--- config.mk ---
export PLATFORM = sky130hd
export DESIGN_NAME = ftoi_cy
export DESIGN_NICKNAME = d
export VERILOG_FILES = /design/src/rtl/ftoi_cy.sv
export SDC_FILE = /design/constraint.sdc
export NUM_CORES = 1
export LEC_CHECK = 0
export CORE_MARGIN = 5
export CORE_UTILIZATION = 25
export CTS_BUF_LIST = sky130_fd_sc_hd__clkbuf_2
export DETAILED_ROUTE_END_ITERATION = 10
export SLEW_MARGIN = 20
export SYNTH_ARGS = -nofsm -noshare
export SYNTH_HDL_FRONTEND = slang
export SYNTH_SLANG_ARGS = --single-unit
--- constraint.sdc ---
create_clock -name clk -period 5.4 [get_ports clk]
set_input_delay 1.08 -clock clk [delete_from_list [all_inputs] [get_ports clk]]
set_output_delay 1.08 -clock clk [all_outputs]
set_load 0.005 [all_outputs]
--- src/rtl/ftoi_cy.sv ---
// ftoi_cy: two-stage IEEE-754 single-precision to signed 32-bit integer converter.
// Stage 1 classifies and aligns the operand; stage 2 rounds, applies the sign and registers y.
// Optional macro FTOI_FLAGS_EN adds the registered flag_nv / flag_nx outputs.
module ftoi_cy (
  input  logic        clk,
  input  logic        rst,
  input  logic [31:0] x,
  input  logic        rm,
  input  logic        in_valid,
  output logic        in_ready,
  output logic [31:0] y,
  output logic        out_valid,
  input  logic        out_ready
`ifdef FTOI_FLAGS_EN
  ,
  output logic        flag_nv,
  output logic        flag_nx
`endif
);

  typedef enum logic [1:0] {
    CLS_NUM,
    CLS_SAT_POS,
    CLS_SAT_NEG
  } cls_e;

  logic        advance;

  logic        x_sign;
  logic [7:0]  x_exp;
  logic [22:0] x_man;
  logic [23:0] m24;

  cls_e        dec_cls;
  logic [31:0] dec_mag;
  logic        dec_guard;
  logic        dec_sticky;
  logic [4:0]  dec_sh;
  logic [47:0] dec_shifted;

  logic        s1_valid_q,  s1_valid_d;
  cls_e        s1_cls_q,    s1_cls_d;
  logic        s1_sign_q,   s1_sign_d;
  logic [31:0] s1_mag_q,    s1_mag_d;
  logic        s1_guard_q,  s1_guard_d;
  logic        s1_sticky_q, s1_sticky_d;
  logic        s1_rm_q,     s1_rm_d;

  logic        rnd_inc;
  logic [31:0] rnd_mag;
  logic [31:0] res;

  logic [31:0] y_q,         y_d;
  logic        out_valid_q, out_valid_d;

`ifdef FTOI_FLAGS_EN
  logic        dec_nv;
  logic        s1_nv_q,     s1_nv_d;
  logic        flag_nv_q,   flag_nv_d;
  logic        flag_nx_q,   flag_nx_d;
`endif

  // The whole pipe moves together; it only freezes when a finished result is not taken.
  assign advance  = !out_valid_q || out_ready;
  assign in_ready = advance;

  assign x_sign = x[31];
  assign x_exp  = x[30:23];
  assign x_man  = x[22:0];
  assign m24    = {1'b1, x_man};

  // Stage 1 decode: classify the operand and align the mantissa into integer position with guard/sticky.
  always_comb begin
    dec_cls     = CLS_NUM;
    dec_mag     = '0;
    dec_guard   = 1'b0;
    dec_sticky  = 1'b0;
    dec_sh      = '0;
    dec_shifted = '0;
`ifdef FTOI_FLAGS_EN
    dec_nv      = 1'b0;
`endif
    if (x_exp == 8'd255) begin
      dec_cls = (x_man != '0) ? CLS_SAT_POS : (x_sign ? CLS_SAT_NEG : CLS_SAT_POS);
`ifdef FTOI_FLAGS_EN
      dec_nv  = 1'b1;
`endif
    end else if (x_exp >= 8'd158) begin
      dec_cls = x_sign ? CLS_SAT_NEG : CLS_SAT_POS;
`ifdef FTOI_FLAGS_EN
      dec_nv  = !(x_sign && (x_exp == 8'd158) && (x_man == '0));
`endif
    end else if (x_exp == 8'd0) begin
      dec_sticky = |x_man;
    end else if (x_exp <= 8'd125) begin
      dec_sticky = 1'b1;
    end else if (x_exp >= 8'd150) begin
      dec_mag = {8'b0, m24} << (x_exp - 8'd150);
    end else begin
      dec_sh      = 5'(8'd150 - x_exp);
      dec_shifted = {m24, 24'b0} >> dec_sh;
      dec_mag     = {8'b0, dec_shifted[47:24]};
      dec_guard   = dec_shifted[23];
      dec_sticky  = |dec_shifted[22:0];
    end
  end

  // Stage 2 datapath: round-to-nearest-even or truncate, then negate; saturation classes bypass rounding.
  always_comb begin
    rnd_inc = !s1_rm_q && s1_guard_q && (s1_sticky_q || s1_mag_q[0]);
    rnd_mag = s1_mag_q + {31'b0, rnd_inc};
    case (s1_cls_q)
      CLS_SAT_POS: res = 32'h7FFF_FFFF;
      CLS_SAT_NEG: res = 32'h8000_0000;
      default:     res = s1_sign_q ? (32'd0 - rnd_mag) : rnd_mag;
    endcase
  end

  // Next-state for both stages: hold everything on a stall, shift on advance; bubbles leave y untouched.
  always_comb begin
    s1_valid_d  = s1_valid_q;
    s1_cls_d    = s1_cls_q;
    s1_sign_d   = s1_sign_q;
    s1_mag_d    = s1_mag_q;
    s1_guard_d  = s1_guard_q;
    s1_sticky_d = s1_sticky_q;
    s1_rm_d     = s1_rm_q;
    out_valid_d = out_valid_q;
    y_d         = y_q;
`ifdef FTOI_FLAGS_EN
    s1_nv_d     = s1_nv_q;
    flag_nv_d   = flag_nv_q;
    flag_nx_d   = flag_nx_q;
`endif
    if (advance) begin
      s1_valid_d  = in_valid;
      s1_cls_d    = dec_cls;
      s1_sign_d   = x_sign;
      s1_mag_d    = dec_mag;
      s1_guard_d  = dec_guard;
      s1_sticky_d = dec_sticky;
      s1_rm_d     = rm;
      out_valid_d = s1_valid_q;
`ifdef FTOI_FLAGS_EN
      s1_nv_d     = dec_nv;
`endif
      if (s1_valid_q) begin
        y_d = res;
`ifdef FTOI_FLAGS_EN
        flag_nv_d = s1_nv_q;
        flag_nx_d = (s1_guard_q || s1_sticky_q) && !s1_nv_q;
`endif
      end
    end
  end

  // Pipeline registers; reset discards anything in flight regardless of the handshake.
  always_ff @(posedge clk) begin
    if (rst) begin
      s1_valid_q  <= 1'b0;
      s1_cls_q    <= CLS_NUM;
      s1_sign_q   <= 1'b0;
      s1_mag_q    <= '0;
      s1_guard_q  <= 1'b0;
      s1_sticky_q <= 1'b0;
      s1_rm_q     <= 1'b0;
      out_valid_q <= 1'b0;
      y_q         <= '0;
`ifdef FTOI_FLAGS_EN
      s1_nv_q     <= 1'b0;
      flag_nv_q   <= 1'b0;
      flag_nx_q   <= 1'b0;
`endif
    end else begin
      s1_valid_q  <= s1_valid_d;
      s1_cls_q    <= s1_cls_d;
      s1_sign_q   <= s1_sign_d;
      s1_mag_q    <= s1_mag_d;
      s1_guard_q  <= s1_guard_d;
      s1_sticky_q <= s1_sticky_d;
      s1_rm_q     <= s1_rm_d;
      out_valid_q <= out_valid_d;
      y_q         <= y_d;
`ifdef FTOI_FLAGS_EN
      s1_nv_q     <= s1_nv_d;
      flag_nv_q   <= flag_nv_d;
      flag_nx_q   <= flag_nx_d;
`endif
    end
  end

  assign y         = y_q;
  assign out_valid = out_valid_q;
`ifdef FTOI_FLAGS_EN
  assign flag_nv   = flag_nv_q;
  assign flag_nx   = flag_nx_q;
`endif

endmodule

; ---- Yosys cells after proc, flatten, opt, wreduce, memory -nomap -nowiden
; Cells that the tools add are included.
[op_classes]
addsub = 4
muxes = 21
eq_ne = 3
n_shift = 2
n_reduce_logical = 11
order_cmp = 3
[ops]
columns = op, n
row1 = $mux W32, 6
row2 = $pmux W32 S2, 1
row3 = $shr A48 B5 Y48, 1
row4 = $reduce_or A23 Y1, 2
row5 = $add A32 B1 Y32, 1
row6 = $shl A24 B8 Y32, 1
row7 = $sub A1 B32 Y32 const A, 1
row8 = $reduce_bool A23 Y1, 1
row9 = $ge A8 B8 Y1 const B, 2
row10 = $mux W1, 10
row11 = $eq A8 B8 Y1 const B, 1
row12 = $le A8 B7 Y1 const B, 1
row13 = $logic_not A8 Y1, 1
row14 = $mux W2, 4
row15 = $sub A8 B8 Y8 const B, 1
row16 = $sub A5 B5 Y5 const A, 1
row17 = $eq A2 B1 Y1 const B, 1
row18 = $eq A2 B2 Y1 const B, 1
row19 = $logic_and A1 B1 Y1, 2
row20 = $logic_not A1 Y1, 2
row21 = $logic_or A1 B1 Y1, 2
row22 = $reduce_and A2 Y1, 1
[word_totals]
register_bits = 72
input_bits = 37
output_inout_bits = 34
word_cells = 53

; ---- Logic depth before layout (Yosys ltp)
; Gate-level depths: netlist of run 1.
[depth]
ltp_word = 8
ltp_mapped = 15

; ---- Worst setup path after synthesis of run 1
; Ideal clock, no wire load.
[synth_timing]
kind = input to register
from = in x[24]
to = reg s1_sticky_q
setup_time_ns = 0.139
arrival_time_ns = 4.348
slack_ns = 0.913
required_time_ns = 5.261
path_stages = 14
path_cell_list = clkbuf_1 > buf_2 > clkbuf_1 > inv_1 > ha_1 > clkbuf_1 > buf_1 > mux4_2 > nor4_1 > nand2_1 > a2111oi_0 > a21oi_1 > nor3_1 > a221oi_1
[synth_via]
elab_chain_len = 8
elab_cells_between_ends = 13
[synth_lines]
columns = element, line_no
row1 = start: declaration, 7  ; input logic [31:0] x,
row2 = $sub A5 B5 Y5, 100  ; dec_sh = 5'(8'd150 - x_exp);
row3 = $shr A48 B5 Y48, 101  ; dec_shifted = {m24, 24'b0} >> dec_sh;
row4 = $reduce_or A23 Y1, 104  ; dec_sticky = |dec_shifted[22:0];
row5 = $mux W1, 97  ; end else if (x_exp >= 8'd150) begin
row6 = $mux W1, 95  ; end else if (x_exp <= 8'd125) begin
row7 = $mux W1, 93  ; end else if (x_exp == 8'd0) begin
row8 = $mux W1, 88  ; end else if (x_exp >= 8'd158) begin
row9 = $mux W1 *, 83  ; if (x_exp == 8'd255) begin
row10 = end signal: assignment, 180  ; s1_sticky_q <= s1_sticky_d;
row11 = end: declaration, 46  ; logic s1_sticky_q, s1_sticky_d;
; Mark *: on every way between the ends. The rest lies on a longest branch, timed or not.
; A chain may end at the register's enable or synchronous reset.

; ---- Worst setup path after layout of run 1
[layout_timing]
from = reg s1_mag_q[0]
to = reg y_q[29], in the netlist y[29]
[layout_via]
elab_chain_len = 6
[layout_lines]
columns = element, line_no
row1 = start: declaration, 44  ; logic [31:0] s1_mag_q, s1_mag_d;
row2 = start signal: assignment, 178  ; s1_mag_q <= s1_mag_d;
row3 = $logic_or A1 B1 Y1, 110  ; rnd_inc = !s1_rm_q && s1_guard_q && (s1_sticky_q || s1_mag_q[0]);
row4 = $logic_and A1 B1 Y1, 110
row5 = $add A32 B1 Y32 *, 111  ; rnd_mag = s1_mag_q + {31'b0, rnd_inc};
row6 = $sub A1 B32 Y32, 115  ; default: res = s1_sign_q ? (32'd0 - rnd_mag) : rnd_mag;
row7 = $mux W32 *, 115
row8 = $pmux W32 S2 *, 112  ; case (s1_cls_q)
row9 = end signal: assignment, 183  ; y_q <= y_d;
row10 = end: declaration, 53  ; logic [31:0] y_q, y_d;
; Marks and branches as above.

==> results of run 1 <==
-- cells by family after synthesis --
| group | share of synthesized area, % |
|---|---|
| and+or+nand+nor | 25.18 |
| AOI/OAI and AO/OA | 22.26 |
| buffers and inverters | 5.769 |
| muxes | 18.75 |
| DFF | 18.93 |
| xor gates and xnor gates | 7.133 |
| adders and majority gates | 1.972 |
-- sequential cells by signal (all words and copies together), names as in the netlist --
| name | flops |
|---|---|
| s1_mag_q | 32 |
| y | 32 |
| s1_cls_q | 2 |
| out_valid | 1 |
| s1_guard_q | 1 |
| s1_rm_q | 1 |
| s1_sign_q | 1 |
| s1_sticky_q | 1 |
| s1_valid_q | 1 |
-- cells in the final DEF (no fill, tap or decap), types with 7 or more instances in the layout --
master,n
nor2_1,115
nand2_1,92
dfxtp_1,72
clkdlybuf4s50_1,67
a21oi_1,66
mux2i_1,59
o21ai_0,49
nor3_1,45
xnor2_1,39
mux4_2,28
nand3_1,26
buf_4,24
inv_1,22
o22ai_1,21
a211oi_1,20
xor2_1,20
nor4_1,18
mux2_2,16
nand4_1,15
or3_1,15
a22oi_1,13
ha_1,12
a31oi_1,11
clkbuf_2,10
o31ai_1,9
nor2b_1,9
and4_1,8
and3_1,8
or4_1,8
nand2b_1,7
-- per-layer routing --
metal / global-route usage, % / vias up / share of wire, %
li1: - / 3813 / -
met1: 23.63 / 3687 / 51
met2: 20.72 / 296 / 41
met5: 0 / - / 0
met3: 1.480 / 27 / 6.6
met4: 3.431 / 0 / 1.4
-- power breakdown --
| group | switching, uW | total [uW] | internal (uW) |
|---|---|---|---|
| combinational | 407 | 685 | 277 |
| sequential | 18.0 | 572 | 554 |
| clock | 209 | 413 | 204 |
-- area by class of cell --
class                           count  area share, %
Antenna cell                        1        0.02839
Clock buffer                       10         0.5679
Clock inverter                      6          1.306
Inverter                           25          1.065
Multi-Input combinational cell    827          65.32
Sequential cell                    72          16.35
Tap cell                          390          5.537
Timing Repair Buffer               94          9.824
-- metrics by stage --
step	power [uW]	cells
after floorplan	1025	1008
after global placement	1253	1408
after detailed placement	1254	1408
after CTS	1667	1424
after global routing	1757	1425
final	1670	1425
-- worst max path at each step --
stage                  endpoint
finish                    y[29]
CTS                       y[29]
global route              y[29]
global placement    s1_mag_q[2]
detailed placement  s1_mag_q[8]
floorplan           s1_sticky_q
-- worst max-delay path, delay by kind of cell, from the launching register on --
| family | cells | cell delay (ps) |
|---|---|---|
| simple gates | 6 | 1610 |
| fa+ha+maj | 2 | 700 |
| flops | 1 | 420 |
| compound gates | 4 | 1380 |
==> impl_results.md, run 1 <==
* Number of enable flip-flop cells after synthesis at 0
* CTS buffer count at 9
* Port bufs at 70
* Synthesis-to-layout area growth at 15.78%
* Worst Tran Pin Value at 911.8 ps
* RR Startpoint: s1_mag_q[0]
* Power Dens Cells at 189.5 nW/um2
* Slowest stage delay, CP at 720 ps
* H-tree depth at 3
* Vias in the first global route at 7136
* Die width at 184.5 um
* Hold buffers post-CTS at 0
* Share of cells above drive strength 1 at 10.35%
* Fmax at 236.2 MHz
* Final global-route overflow total at 0
* Fin Clk Skew at 29.30 ps
* CP Capture Type: flip-flop
* Nets in the synthesized netlist at 1057
* Most area-hungry cell type in the Yosys netlist: dfxtp_1
* Initial antenna violation count at 1
* Root Driver: clkbuf_2
* Fillers at 3230
* Post-route setup TNS at 0 ps
* Core area at 29870 um2
* Multi-input logic area at 5757 um2
* Synthesized area per cell at 7.552 um2
* Synthesis Warnings at 0
* DR vias/cell at 5.490
* WL final at 25440 um
* Sequential Area at 1441 um2
* Max rail drop VDD at 0.1048 mV
* Post-DP Area at 8646 um2
* Commonest cells post-synth: 115 x nor2_1, 92 x nand2_1, 72 x dfxtp_1
* Worst reg-to-reg setup slack at 1170 ps
* CP max stage cell: a21boi_1
* Clk_lat worst skew at 570 ps
* Die Y at 184.5 um
* Largest net degree at the start of global routing at 52
* CP required at 5870 ps
* Hold path depth at 2
* CTS resizes at 0
* Initial core utilization at 25.48%
* Synth cell types at 74
* Number of synthesized register bits at 72
* WP data arrival at 4700 ps
* CP Max Fanout at 12
* Final HPWL DP at 19620 um
* Vias at 7823
* Hold Path Sink: s1_rm_q
* I/O pins at 71
* Reg-to-Reg End: y[29]
* Crit path launch: s1_mag_q[0]
* Number of max-cap violations at 0
* Clock Sinks at 72
* Status: finished clean
* Worst Hold Launch: s1_rm_q
* Post-layout net count at 1078
* Final setup margin at 1166 ps
* Cell Area, Synth at 7612 um2
* Final setup fails at 0
* Drt drc at 0
* All-layer global routing usage at 14.70%
* Hold Vio Cnt, Final at 0
* Postcts setup bufs at 0
* CP Launch Type: flip-flop
* Routed length per placed instance at 17.86 um
* GPL Wtd Cong at 0.9277
* 1st-iter DRT viols at 776
* First-pass GRT wire length at 40870 um
* Site Rows at 63
* LEAKAGE at 0.003109 uW
* R2R depth at 12
* Hold_ws at 480.4 ps
* Final ANT Viol Nets at 0
* Die area at 34040 um2
* Finished Core Util at 29.50%
* Most common cell in the netlist: nor2_1
* Seq/Total Area, Yosys at 18.93%
* Pre-CTS WS at 969.2 ps
* Leading post-synthesis cells by cell area: dfxtp_1 19%, mux4_2 8.3%, mux2i_1 7.8%, nor2_1 5.7%, nand2_1 4.5%
* Relative slew slack at 38.77%
* CP most frequent cell: ha_1
* Worst-path clk slew at 210 ps
* Max-slew violation count at 0
* CTS max path bufs at 2
* Detailed Routing Iterations Pass 1 at 8
* Post-synth ARST share at 0%
* Tcrit/Tclk final at 78.40%
* Fin crit period at 4234 ps
* CTS tree: done
* RSZ-0062 raised after global routing: false
* HP Class: flip-flop to flip-flop
* Most common flop cell mapped by yosys: dfxtp_1
* Top cell type's share of synthesized area at 18.93%
* Design Area, Final at 8813 um2
* Syn Inst Count at 1008
* Critical path type: flip-flop to flip-flop
* CP cell instances: nor2_1 > nor3b_1 > ha_1 > ha_1 > nand3_1 > or3_1 > nor4_1 > o2bb2ai_1 > a21boi_1 > and3_1 > a41oi_1 > a211oi_1
(Power assumes the default switching activity.)
==> run 2: changes to the inputs <==
- clock period: 5.4 -> 4.3 ns (I/O delays scaled with it)
==> impl_results.md, run 2 (same netlist as run 1, synthesis figures left out) <==
* Share of cells above drive strength 1 at 11.29% (was 10.35%)
* Initial antenna violation count at 1 (unchanged)
* First-pass GRT wire length at 40610 um (was 40870 um)
* Power Dens Cells at 227.1 nW/um2 (was 189.5 nW/um2)
* Drt drc at 0 (unchanged)
* Worst-path clk slew at 210 ps (about the same)
* Final HPWL DP at 19560 um (was 19620 um)
* WL final at 25370 um (was 25440 um)
* Worst Hold Launch: s1_rm_q (unchanged)
* Max-slew violation count at 0 (unchanged)
* Final ANT Viol Nets at 0 (unchanged)
* CTS tree: done (unchanged)
* Routed length per placed instance at 17.66 um (was 17.86 um)
* Initial core utilization at 25.48% (unchanged)
* Synthesis-to-layout area growth at 16.62% (was 15.78%)
* Final global-route overflow total at 0 (unchanged)
* I/O pins at 71 (unchanged)
* CTS buffer count at 9 (unchanged)
* Commonest non-fill, non-tap cell in the layout: nor2_1 (unchanged)
* Port bufs at 70 (unchanged)
* Largest net degree at the start of global routing at 53 (was 52)
* H-tree depth at 3 (unchanged)
* Final setup fails at 0 (unchanged)
* Die Y at 184.5 um (unchanged)
* Post-layout net count at 1089 (was 1078)
* Hold path depth at 2 (unchanged)
* Vias at 7863 (was 7823)
* Core area at 29870 um2 (unchanged)
* DR vias/cell at 5.476 (was 5.490)
* Clk_lat worst skew at 530 ps (was 570 ps)
* Site Rows at 63 (unchanged)
* CP Launch Type: flip-flop (unchanged)
* CTS max path bufs at 2 (unchanged)
* Root Driver: clkbuf_2 (unchanged)
* 1st-iter DRT viols at 829 (was 776)
* Reg-to-Reg End: y[20] (was y[29])
* GPL Wtd Cong at 0.9221 (was 0.9277)
* Critical path type: flip-flop to flip-flop (unchanged)
* Relative slew slack at 39.95% (was 38.77%)
* Fin crit period at 3799 ps (was 4234 ps)
* Finished Core Util at 29.71% (was 29.50%)
* Fin Clk Skew at 17.19 ps (was 29.30 ps)
* Commonest non-fill, non-tap cells in the layout: 115 x nor2_1, 92 x nand2_1, 72 x dfxtp_1 (unchanged)
* All-layer global routing usage at 14.52% (was 14.70%)
* RSZ-0062 raised after global routing: false (unchanged)
* Max rail drop VDD at 0.1180 mV (was 0.1048 mV)
* R2R depth at 12 (unchanged)
* Worst reg-to-reg setup slack at 500 ps (was 1170 ps)
* Fmax at 263.2 MHz (was 236.2 MHz)
* Tcrit/Tclk final at 88.36% (was 78.40%)
* Vias in the first global route at 7217 (was 7136)
* Die width at 184.5 um (unchanged)
* Status: finished clean (unchanged)
* HP Class: flip-flop to flip-flop (unchanged)
* Hold buffers post-CTS at 0 (unchanged)
* Hold Path Sink: s1_rm_q (unchanged)
* Clock Sinks at 72 (unchanged)
* Worst Tran Pin Value at 894.4 ps (was 911.8 ps)
* Number of max-cap violations at 0 (unchanged)
* CP Max Fanout at 10 (was 12)
* CP required at 4750 ps (was 5870 ps)
* Hold Vio Cnt, Final at 0 (unchanged)
* Post-route setup TNS at 0 ps (unchanged)
* WP data arrival at 4250 ps (was 4700 ps)
* Detailed Routing Iterations Pass 1 at 5 (was 8)
* Die area at 34040 um2 (unchanged)
* Pwr Total at 2016 uW (was 1670 uW)
* CP Capture Type: flip-flop (unchanged)
* RR Startpoint: s1_mag_q[0] (unchanged)
* LEAKAGE at 0.003150 uW (was 0.003109 uW)
[run 2: cell count changes in the layout (fill, tap and decap cells not counted), sizes merged]
cell and delta:
bufinv -1, buf +11, clkbuf -1, inv -1
clkinv +3
[run 2: worst max-delay path, cell delays in order, from the launching register on]
cell	delay, ps
dfxtp_1	410
nor2_1	70
nor3b_1	200
ha_1	310
ha_2	320
nand2_1	140
nor3_1	290
o221ai_1	270
or4_1	620
nor4_4	340
and3_1	240
mux2_1	330
a211oi_1	190
[run 2: cell type report]
cell class,instances,area [um2]
Inverter,25,93.84
Clock inverter,7,86.33
Timing Repair Buffer,105,960.9
Antenna cell,1,2.502
Tap cell,390,488.0
Sequential cell,72,1441
Multi-Input combinational cell,827,5759
Fill cell,3245,21000
Clock buffer,9,45.04
[run 2: repair_timing]
action	CTS	global route
setup buffers	0	2
endpoints found under the setup margin	0	4
gates resized for setup	0	1
[run 2: how the worst max path moves through the flow]
stage | startpoint | end | slack, ps | depth (start not counted)
floorplan | x[24] | s1_sticky_q | 30 | 14
global placement | x[26] | s1_mag_q[20] | 510 | 10
detailed placement | s1_mag_q[0] | y[20] | 390 | 12
CTS | s1_mag_q[0] | y[20] | 310 | 12
global route | s1_mag_q[0] | y[20] | 80 | 12
finish | s1_mag_q[0] | y[20] | 500 | 12
[run 2: power breakdown]
part,switching [uW],internal [uW]
clock,246,187
sequential,21.6,696
combinational,508,357
total,776,1240
[run 2: metal layers]
metal / GRT usage, % / routed length, um
met3: 2.506 / 1928
met1: 22.41 / 12490
met2: 21.16 / 10590
met4: 2.721 / 351
met5: 0 / 0
[run 2: metrics by stage]
step | worst slack [ps] | std cells | area (um2) | hold WS, ps
after global placement | 513.9 | 1417 | 8726 | 447.1
after floorplan | 33.36 | 1008 | 7612 | 432.3
after CTS | 308.3 | 1433 | 8857 | 479.7
after global routing | 75.04 | 1436 | 8877 | 516.6
after detailed placement | 387.4 | 1417 | 8726 | 445.4
final | 500.7 | 1436 | 8877 | 479.0
==> edit (flow settings as in run 1) <==
The 3 values of `cls_e` get a one-hot encoding in 3 bits.
--- a/src/rtl/ftoi_cy.sv
+++ b/src/rtl/ftoi_cy.sv
@@ -18,10 +18,10 @@
 `endif
 );
 
-  typedef enum logic [1:0] {
-    CLS_NUM,
-    CLS_SAT_POS,
-    CLS_SAT_NEG
+  typedef enum logic [2:0] {
+    CLS_NUM     = 3'b001,
+    CLS_SAT_POS = 3'b010,
+    CLS_SAT_NEG = 3'b100
   } cls_e;
 
   logic        advance;
Check against the original RTL: no difference found for any inputs over 4 cycles, from zero or initial values and one cycle with rst high; so few cycles prove little.
==> edit against run 1 <==
  * Worst setup slack got worse by 0.11 ns
  * Sequential cell count rose by 1
  * Fmax fell by 2.6%
  * Register-to-register slack improved by 0.44 ns
  * Critical path type is now input pin to flip-flop
  * First-iteration DRC count grew 9.4%
  * Routed wire length is 0.55% higher
  * Area after synthesis increased by 2.3%
  * Cell area is essentially flat
  * Total power shrank 13%
  * Largest power group unchanged
  * Combinational power is 7.9% lower
  * Highest routed layer unchanged
==> edit: results (changes against run 1) <==
| Metric | Value |
|---|---|
| Final min period | 4.35 ns (+0.115 ns) |
| DR vias | 7837 (+0.18%) |
| GR met1 Demand/Resource | 21.6% (-2.0 points) |
| H-tree depth | 3 (unchanged) |
| Total CTS buffers | 9 (unchanged) |
| Reg2Reg Setup Slack | 1.61 ns (+0.44 ns) |
| Met2 global-route usage | 20.3% (-0.37 points) |
| Worst vdd ir | 0.0000628 V (-40%) |
| Synth Instances | 1020 (+1.2%) |
| Worst Skew | 0.0300 ns (+0.000748 ns) |
| Hpwl dp | 19.9 mm (+1.3%) |
| Relative slew slack | 29.1% (-9.7 points) |
| Met3 WL post-DR | 1.66 mm (-1.7%) |
| Hold Path Class | flip-flop to flip-flop |
| Dpl cell area | 8720 um^2 (+0.90%) |
| Pleak | 3.02 nW (-2.9%) |
| Placed Cells | 1413 (+0.36%) |
| Post-layout nets | 1075 (-0.28%) |
| RR Endpoint | y[31] |
| DR WL/cell | 17.9 um (+0.20%) |
| Number of global-route vias before repair | 7227 (+1.3%) |
| Run status | complete, no violations |
| Setup crit end | s1_sticky_q |
| Router iterations before antenna repair | 6 (-2) |
| Worst Path Max Fanout | 20 (+8) |
| Global routing usage on met3 | 2.07% (+0.59 points) |
| Max layer used | met4 |
| Met2 wire length | 10.7 mm (+2.1%) |
| Via density | 5.48 (-0.17%) |
| Top post-synthesis cells by area | dfxtp_1, mux4_2, xnor2_1 |
| R2R depth | 12 (unchanged) |
| 1st-iter DRT viols | 849 (+9.4%) |
| Worst Path Arrival | 4.77 ns (+0.07 ns) |
| Part of the Yosys area used for sequential elements | 18.8% (-0.17 points) |
| All-Layer GR Usage | 14.0% (-0.75 points) |
| Share of cells above drive strength 1 | 10.9% (+0.59 points) |
| Clock Latency Late Sink | 0.51 ns (-0.06 ns) |
| Post-place setup slack | 0.609 ns (-0.360 ns) |
| M1 WL | 12.8 mm (-0.73%) |
| RR Startpoint | s1_sticky_q |
| Critical Path Start | x[24] |
| Initial antenna violation count | 1 (unchanged) |
| Fillers | 3356 (+3.9%) |
| Commonest cells in the netlist | nand2_1, nor2_1, a21oi_1, dfxtp_1, clkbuf_1 |
| Gp weighted congestion | 0.917 (-1.1%) |
| Synth cell types | 79 (+6.8%) |
| Root buffer cell | clkbuf_2 |
| Buffers added on ports | 70 (unchanged) |
| Largest net degree at the start of global routing | 62 (+19%) |
-- edit: cell count changes after synthesis, moves of 7 or more --
cell and delta:
nand3_1 +18, mux2_2 +10, and3_1 +7, inv_1 -7
nor3_1 -9, xnor2_1 +10, a31oi_1 +10, nor2_1 -31
a21oi_1 +7, mux2i_1 -17, a211oi_1 -7
-- edit: layout make-up --
type,instances,area [um^2],share of cell area (%)
Timing Repair Buffer,93,858,9.75
Inverter,17,63.8,0.725
Antenna cell,1,2.50,0.0284
Clock buffer,10,50.0,0.568
Sequential cell,73,1460,16.6
Multi-Input combinational cell,834,5850,66.4
Clock inverter,6,25.0,0.284
Tap cell,396,495,5.63
-- edit: worst min path at each step --
stage,cells after the start,to,from,slack (ns)
floorplan,2,s1_guard_q,s1_guard_q,0.43
global placement,2,s1_guard_q,s1_guard_q,0.44
detailed placement,2,s1_guard_q,s1_guard_q,0.45
CTS,2,s1_guard_q,s1_guard_q,0.48
global route,2,s1_guard_q,s1_guard_q,0.51
finish,2,s1_guard_q,s1_guard_q,0.48
-- edit: critical path, cell delays in order --
cell and delay, ns:
buf_2 0.19, inv_1 0.18, ha_1 0.80, mux4_2 0.43, nor2_1 0.10, a21oi_1 0.05
or4b_1 0.52, a2111oi_0 0.75, a21boi_1 0.24, o22ai_1 0.10, a211o_1 0.32
-- edit: logic make-up after synthesis --
kind of cell	count (synthesis)	synth area share [%]
compound gates	287	24.3
fa+ha+maj	10	1.61
mux	96	17.4
xor+xnor	71	8.08
flops	73	18.8
buf+inv	113	6.30
simple gates	370	23.6
-- edit: where the power goes --
part	internal, mW	total, mW	switching, mW
Sequential	0.559	0.576	0.0166
Combinational	0.262	0.631	0.369
Clock	0.0553	0.247	0.192
Total	0.876	1.45	0.578
